`src/rtl/wb_queue.sv`:
```
// Writeback queue: merges pipeline (in0) and multi-cycle unit (in1) register writes
// into one register-file write port, with decode-stage forwarding from queued entries.
module wb_queue #(
  parameter int DEPTH  = 4,
  parameter int DATA_W = 32,
  parameter int ADDR_W = 5
) (
  input  logic                     clk,
  input  logic                     rst,
  input  logic                     in0_valid,
  input  logic [ADDR_W-1:0]        in0_addr,
  input  logic [DATA_W-1:0]        in0_data,
  input  logic                     in1_valid,
  input  logic [ADDR_W-1:0]        in1_addr,
  input  logic [DATA_W-1:0]        in1_data,
  output logic                     in1_ready,
  output logic                     we,
  output logic [ADDR_W-1:0]        waddr,
  output logic [DATA_W-1:0]        wdata,
  input  logic [ADDR_W-1:0]        fwd_addr1,
  input  logic [ADDR_W-1:0]        fwd_addr2,
  output logic                     fwd_hit1,
  output logic                     fwd_hit2,
  output logic [DATA_W-1:0]        fwd_data1,
  output logic [DATA_W-1:0]        fwd_data2,
  output logic [$clog2(DEPTH):0]   count,
  output logic                     full,
  output logic                     empty
);

  localparam int PTR_W = $clog2(DEPTH);
  localparam int CNT_W = PTR_W + 1;

  logic [ADDR_W-1:0] r_addr [DEPTH];
  logic [DATA_W-1:0] r_data [DEPTH];
  logic [PTR_W-1:0]  r_head;
  logic [PTR_W-1:0]  r_tail;
  logic [CNT_W-1:0]  r_count;

  logic              w_push0;
  logic              w_acc1;
  logic              w_push1;
  logic              w_pop;
  logic [PTR_W-1:0]  w_slot1;
  logic [DATA_W:0]   w_look1;
  logic [DATA_W:0]   w_look2;

  // Writes to r0 are architecturally meaningless, so they never take a slot.
  assign w_push0 = in0_valid && (in0_addr != '0);
  assign w_acc1  = in1_valid && in1_ready;
  assign w_push1 = w_acc1 && (in1_addr != '0);
  assign w_pop   = (r_count != '0);
  assign w_slot1 = r_tail + PTR_W'(w_push0);

  assign in1_ready = (r_count != CNT_W'(DEPTH));
  assign full      = (r_count == CNT_W'(DEPTH));
  assign empty     = (r_count == '0);
  assign count     = r_count;

  assign we    = w_pop;
  assign waddr = w_pop ? r_addr[r_head] : '0;
  assign wdata = w_pop ? r_data[r_head] : '0;

  always_ff @(posedge clk or negedge rst) begin
    if (!rst) begin
      r_head  <= '0;
      r_tail  <= '0;
      r_count <= '0;
    end else begin
      r_head  <= r_head + PTR_W'(w_pop);
      r_tail  <= r_tail + PTR_W'(w_push0) + PTR_W'(w_push1);
      r_count <= r_count + CNT_W'(w_push0) + CNT_W'(w_push1) - CNT_W'(w_pop);
    end
  end

  // Storage is not reset; occupancy alone decides which slots are meaningful.
  always_ff @(posedge clk) begin
    if (w_push0) begin
      r_addr[r_tail] <= in0_addr;
      r_data[r_tail] <= in0_data;
    end
    if (w_push1) begin
      r_addr[w_slot1] <= in1_addr;
      r_data[w_slot1] <= in1_data;
    end
  end

  // Scan oldest to youngest so the youngest match wins; returns {hit, data}.
  function automatic logic [DATA_W:0] lookup(input logic [ADDR_W-1:0] a);
    logic [DATA_W:0]  res;
    logic [PTR_W-1:0] idx;
    res = '0;
    for (int k = 0; k < DEPTH; k++) begin
      idx = r_head + PTR_W'(k);
      if ((CNT_W'(k) < r_count) && (a != '0) && (r_addr[idx] == a))
        res = {1'b1, r_data[idx]};
    end
    return res;
  endfunction

  always_comb begin
    w_look1 = lookup(fwd_addr1);
    w_look2 = lookup(fwd_addr2);
  end

  assign fwd_hit1  = w_look1[DATA_W];
  assign fwd_data1 = w_look1[DATA_W-1:0];
  assign fwd_hit2  = w_look2[DATA_W];
  assign fwd_data2 = w_look2[DATA_W-1:0];

endmodule

```
`config.mk`:
```
export PLATFORM = sky130hd
export DESIGN_NAME = wb_queue
export DESIGN_NICKNAME = d
export VERILOG_FILES = /design/src/rtl/wb_queue.sv
export SDC_FILE = /design/constraint.sdc
export NUM_CORES = 1
export LEC_CHECK = 0
export BUFFER_PORTS_ARGS = -buffer_cell sky130_fd_sc_hd__buf_2
export CAP_MARGIN = 10
export CORE_MARGIN = 10
export CORE_UTILIZATION = 45
export CTS_BUF_LIST = sky130_fd_sc_hd__clkbuf_8
export CTS_CLUSTER_SIZE = 30
export DETAILED_ROUTE_END_ITERATION = 6
export GPL_ROUTABILITY_DRIVEN = 1
export HOLD_SLACK_MARGIN = 0.05
export PLACE_DENSITY = 0.68
export SLEW_MARGIN = 20
export SYNTH_ARGS = -nofsm -noshare
export SYNTH_HDL_FRONTEND = slang
export SYNTH_SLANG_ARGS = --single-unit
```
`constraint.sdc`:
```
create_clock -name clk -period 4.3 [get_ports clk]
set_clock_uncertainty 0.1 [all_clocks]
set_input_delay 0.86 -clock clk [delete_from_list [all_inputs] [get_ports clk]]
set_output_delay 0.86 -clock clk [all_outputs]
set_load 0.01 [all_outputs]
```
**Yosys cells after proc, flatten, opt, wreduce, memory -nomap -nowiden**

Memories as Yosys holds them, arrays and structs flattened.
Cells that the tools add are included.

- Bits in registers: 7
- RAM bits: 148
- Output and inout bits: 110
- Logic and storage cells: 67
- Memories kept: 2

- Add/subtract/negate cells: 9
- $lt $le $gt $ge: 4
- Equality and inequality tests: 10
- Mux-type cells: 14
- Reductions and logical operators: 25

Memories:

| memory | words | bits a word | read ports | clocked after Yosys merged registers in | write ports | line | text |
|---|---|---|---|---|---|---|---|
| r_data | 4 | 32 | 4 | 0 | 2 | 35 | `logic [DATA_W-1:0] r_data [DEPTH];` |
| r_addr | 4 | 5 | 4 | 0 | 2 | 34 | `logic [ADDR_W-1:0] r_addr [DEPTH];` |

Operator list:

| kind | count |
|---|---|
| 33-bit two-way mux | 8 |
| 5-bit == test | 8 |
| 32-bit two-way mux | 1 |
| 5-bit nonzero test | 4 |
| 1-bit logical AND | 19 |
| 2-bit by 1-bit adder with 2-bit output | 3 |
| 3-bit by 1-bit adder with 3-bit output | 2 |
| 1-bit by 3-bit less-than comparator with 1-bit output (first input constant) | 2 |
| 2-bit by 3-bit less-than comparator with 1-bit output (first input constant) | 2 |
| 5-bit two-way mux | 1 |
| 2-bit adder (second input constant) | 2 |
| 1-bit two-way mux | 4 |
| 3-bit == test (second input constant) | 1 |
| 3-bit logical NOT | 1 |
| 3-bit != test (second input constant) | 1 |
| 3-bit nonzero test | 1 |
| 3-bit by 1-bit subtractor with 3-bit output | 1 |
| 2-bit by 1-bit adder with 2-bit output (second input constant) | 1 |

**Longest topological paths before layout**

- Depth in word-level cells: 7
- Mapped depth: 11

**Worst setup path before layout**

No wires, ideal clock.

- Path kind: in2reg
- From: in in0_addr[0]
- To: mem r_addr[1][0], enable pin
- Setup time: 718 ps
- Data arrival time: 3860 ps
- Path slack: -378 ps
- Stages: 9
- Cells stage by stage: or4_1 > o21ai_0 > inv_1 > ha_1 > xnor2_1 > nand3_1 > buf_2 > buf_2 > o21ai_0

RTL lines:

| item | line | text |
|---|---|---|
| start, declared | 11 | `input logic [ADDR_W-1:0] in0_addr,` |
| end, declared | 34 |  |

**Worst setup path after layout**

- From: reg r_head[0]
- To: out fwd_data2[31]

- Word-level cells in the longest chain between the ends: 7

RTL lines:

| item | line | text |
|---|---|---|
| start, declared | 36 | `logic [PTR_W-1:0] r_head;` |
| start signal, assigned | 70 | `r_head <= r_head + PTR_W'(w_pop);` |
| 2-bit by 1-bit adder with 2-bit output or memory read 4 x 5 bit (tied branches) | -- |  |
| memory read 4 x 5 bit or 5-bit == test (tied branches) | -- |  |
| 5-bit == test or 1-bit logical AND (tied branches) | 95 | `if ((CNT_W'(k) < r_count) && (a != '0) && (r_addr[idx] == a))` |
| 1-bit logical AND or 33-bit two-way mux (tied branches) | 95 |  |
| 33-bit two-way mux (2 in a row) | 95 |  |
| 33-bit two-way mux (*) | 95 |  |
| end, declared | 25 | `output logic [DATA_W-1:0] fwd_data2,` |

Mark *: on every way between the ends. The rest lies on a longest branch, timed or not.

==> impl_metrics.env <==
export IMPL_grt_pass1_vias=11900
export IMPL_cp_slowest_stage_delay_ns=0.56
export IMPL_drtPass1Iterations=5
export IMPL_wire_per_inst_um=27.4
export IMPL_hp_class="primary input to async pin"
export IMPL_place_ws_ns=0.0406
export IMPL_cts_tree="done"
export IMPL_tns_ns=-0.616
export IMPL_grt_setup_unrepaired="true"
export IMPL_max_freq_ghz=0.229
export IMPL_first_iter_violations=1332
export IMPL_die_area_sq_um=37400
export IMPL_final_cell_mix="buf_2 (195), mux2i_1 (160), mux2_2 (151), edfxtp_1 (148), nand2_1 (69)"
export IMPL_drv_cap=0
export IMPL_vias_per_cell=6.58
export IMPL_synth_sequential_area_ratio_pct=34.1
export IMPL_finalWirelength_mm=49.2
export IMPL_violations="setup timing"
export IMPL_syn2layout_area_growth_pct=21.9
export IMPL_synth_edf_count=148
export IMPL_final_hold_viol_count=0
export IMPL_finalCriticalPeriod_ns=4.36
export IMPL_worstPathArrival_ns=3.40
export IMPL_fill_cells=2566
export IMPL_stdcell_count=1797
export IMPL_setup_slack_ns=-0.0584
export IMPL_core_area_sq_um=29600
export IMPL_cts_htree_levels=4
export IMPL_clk_pin_slew_ns=0.10
export IMPL_row_count=63
export IMPL_period_share_pct=101
export IMPL_start_util_pct=45.7
export IMPL_r2r_setup_slack_ns=1.20
export IMPL_overflow=0
export IMPL_antenna_found_initial=3
export IMPL_ctsRootBufferMaster="clkbuf_8"
export IMPL_track_usage_pct=24.5
export IMPL_critPathTopFamily="simple AND/OR/NAND/NOR gates"
export IMPL_dr_total_vias=11800
export IMPL_setup_viol=25
export IMPL_synthesis_area_sq_um=13500
export IMPL_cp_cell_sequence="buf_12 -> mux4_2 -> xnor2_2 -> nand4_1 -> buf_4 -> or4b_4 -> clkbuf_16 -> nor2_2 -> o31ai_2 -> buf_2"
export IMPL_clk_insertion_delay_late_ns=0.46
export IMPL_drv_slew=0
export IMPL_maxSlewHeadroom_pct=48.9
export IMPL_dp_hpwl_mm=32.4
export IMPL_grt_pass1_wl_mm=72.5
export IMPL_yosys_warnings=0
export IMPL_worstSetupPathType="flop to primary output"
export IMPL_syn_inst=1187
export IMPL_setup_worst_path_start_class="flop"
export IMPL_fin_nets=1486
export IMPL_numCtsBuffers=17
export IMPL_ff2ff_path_depth=7
export IMPL_synthArstFlopShare_pct=4.52
export IMPL_worstMarginPinSlew_ns=0.766
export IMPL_clock_sinks=155
export IMPL_gp_congestion=0.930
export IMPL_crit_slowest_cell="or4b_4"
export IMPL_grt_start_max_net_pins=128
export IMPL_cts_buffer_depth=2
export IMPL_worst_path_buf_inv=4
export IMPL_io_buffers=197
export IMPL_antenna_left=0
export IMPL_synth_nets=1283
export IMPL_final_common_cell="buf_2"
export IMPL_synth_ff_type="edfxtp_1"
export IMPL_die_w_um=193
export IMPL_die_h_um=193
export IMPL_leakagePower_nw=6.22
export IMPL_rr_startpoint="count[1]$_DFF_PN0_"
export IMPL_synth_cell_types=53
export IMPL_path_max_fanout=7
export IMPL_ctsHoldBuffers=0
export IMPL_ir_drop_uv=710
export IMPL_outcome="finished with violations"
export IMPL_rr_endpoint="count[1]$_DFF_PN0_"
export IMPL_cp_data_required_time_ns=3.34
export IMPL_avgSynthCellArea_sq_um=11.4
export IMPL_end_kind="primary output"
export IMPL_place_inst=1720
export IMPL_ios=198
export IMPL_ys_ff_latch=155
export IMPL_drc=0
export IMPL_power_density_nw_per_um2=847
export IMPL_drive_above_1_share_pct=45.9
-- per-layer routing --
metal / global-route usage [%] / vias to the layer above / routed length, um
met3: 5.46 / 144 / 5010
met1: 31.3 / 5836 / 19100
met4: 10.8 / 2 / 2090
li1: - / 5069 / -
met5: 0 / - / 13
met2: 39.0 / 781 / 22900
-- through the flow --
stage	util, %	hold slack (ns)	instance area, sq um	total power (W)
global placement	51.7	0.637	15300	0.0118
floorplan	-	0.437	13500	0.00881
global route	55.6	0.118	16500	0.0147
CTS	53.9	0.118	16000	0.0134
finish	55.7	0.141	16500	0.0140
detailed placement	51.7	0.624	15300	0.0120
-- how the worst max path moves through the flow --
stage / endpoint / depth (start not counted) / slack (ns) / from
finish: fwd_data2[31] / 10 / -0.06 / r_head[0]$_DFF_PN0_
global route: fwd_data2[30] / 9 / -0.15 / r_head[0]$_DFF_PN0_
CTS: fwd_data2[0] / 10 / -0.001 / r_head[0]$_DFF_PN0_
detailed placement: fwd_data1[23] / 7 / 0.04 / fwd_addr1[3]
global placement: fwd_data1[23] / 7 / 0.10 / fwd_addr1[3]
floorplan: r_addr[0][0]$_DFFE_PP_ / 9 / 0.17 / in0_addr[0]
-- Yosys cell counts, types with 29 or more instances --
library cell  instances  share of area (%)
mux2_2              151                 13
mux4_2               67                 11
nand3_1              65                2.4
clkbuf_1             50                1.4
nor3_1               37                1.4
edfxtp_1            148                 33
xnor2_1              29                1.9
nand2_1              71                2.0
mux2i_1             162                 12
buf_2                46                1.7
nor2b_1              46                2.1
a221oi_1             29                1.9
a21oi_1              31                1.1
-- power by group --
part / total [W] / switching, W / internal, W
Sequential: 0.00288 / 0.000433 / 0.00245
Combinational: 0.0100 / 0.00569 / 0.00431
Clock: 0.00109 / 0.000664 / 0.000422
-- final cells by class --
type	count	area [sq um]	share of cell area [%]
Multi-Input combinational cell	900	8640	52.4
Sequential cell	155	4630	28.0
Timing Repair Buffer	303	2320	14.0
Tap cell	390	488	2.96
Clock buffer	17	234	1.42
Clock inverter	15	135	0.819
Inverter	13	50.0	0.303
Antenna cell	4	10.0	0.0607
-- repair_timing --
| action | in CTS | in global routing |
|---|---|---|
| gates resized for setup | 13 | 49 |
| endpoints found under the setup margin | 65 | 57 |
| gates cloned | 2 | 5 |
| setup buffers | 15 | 20 |
| pin swaps | 8 | 19 |
-- sequential cells by signal, indices dropped and copies added, names as in the netlist --
signal  count
r_addr     20
r_head      2
r_data    128
count       3
r_tail      2
-- cells by family after synthesis --
kind of cell / count (synthesis) / synth area share, %
AO/OA/AOI/OAI: 171 / 10.5
XOR/XNOR: 45 / 2.91
adder cells (fa/ha/maj): 8 / 0.850
buffers and inverters: 133 / 4.67
flip-flops: 155 / 34.1
multiplexers: 380 / 35.7
AND/OR/NAND/NOR: 295 / 11.2
No activity file was read; power rests on OpenSTA's default activity.
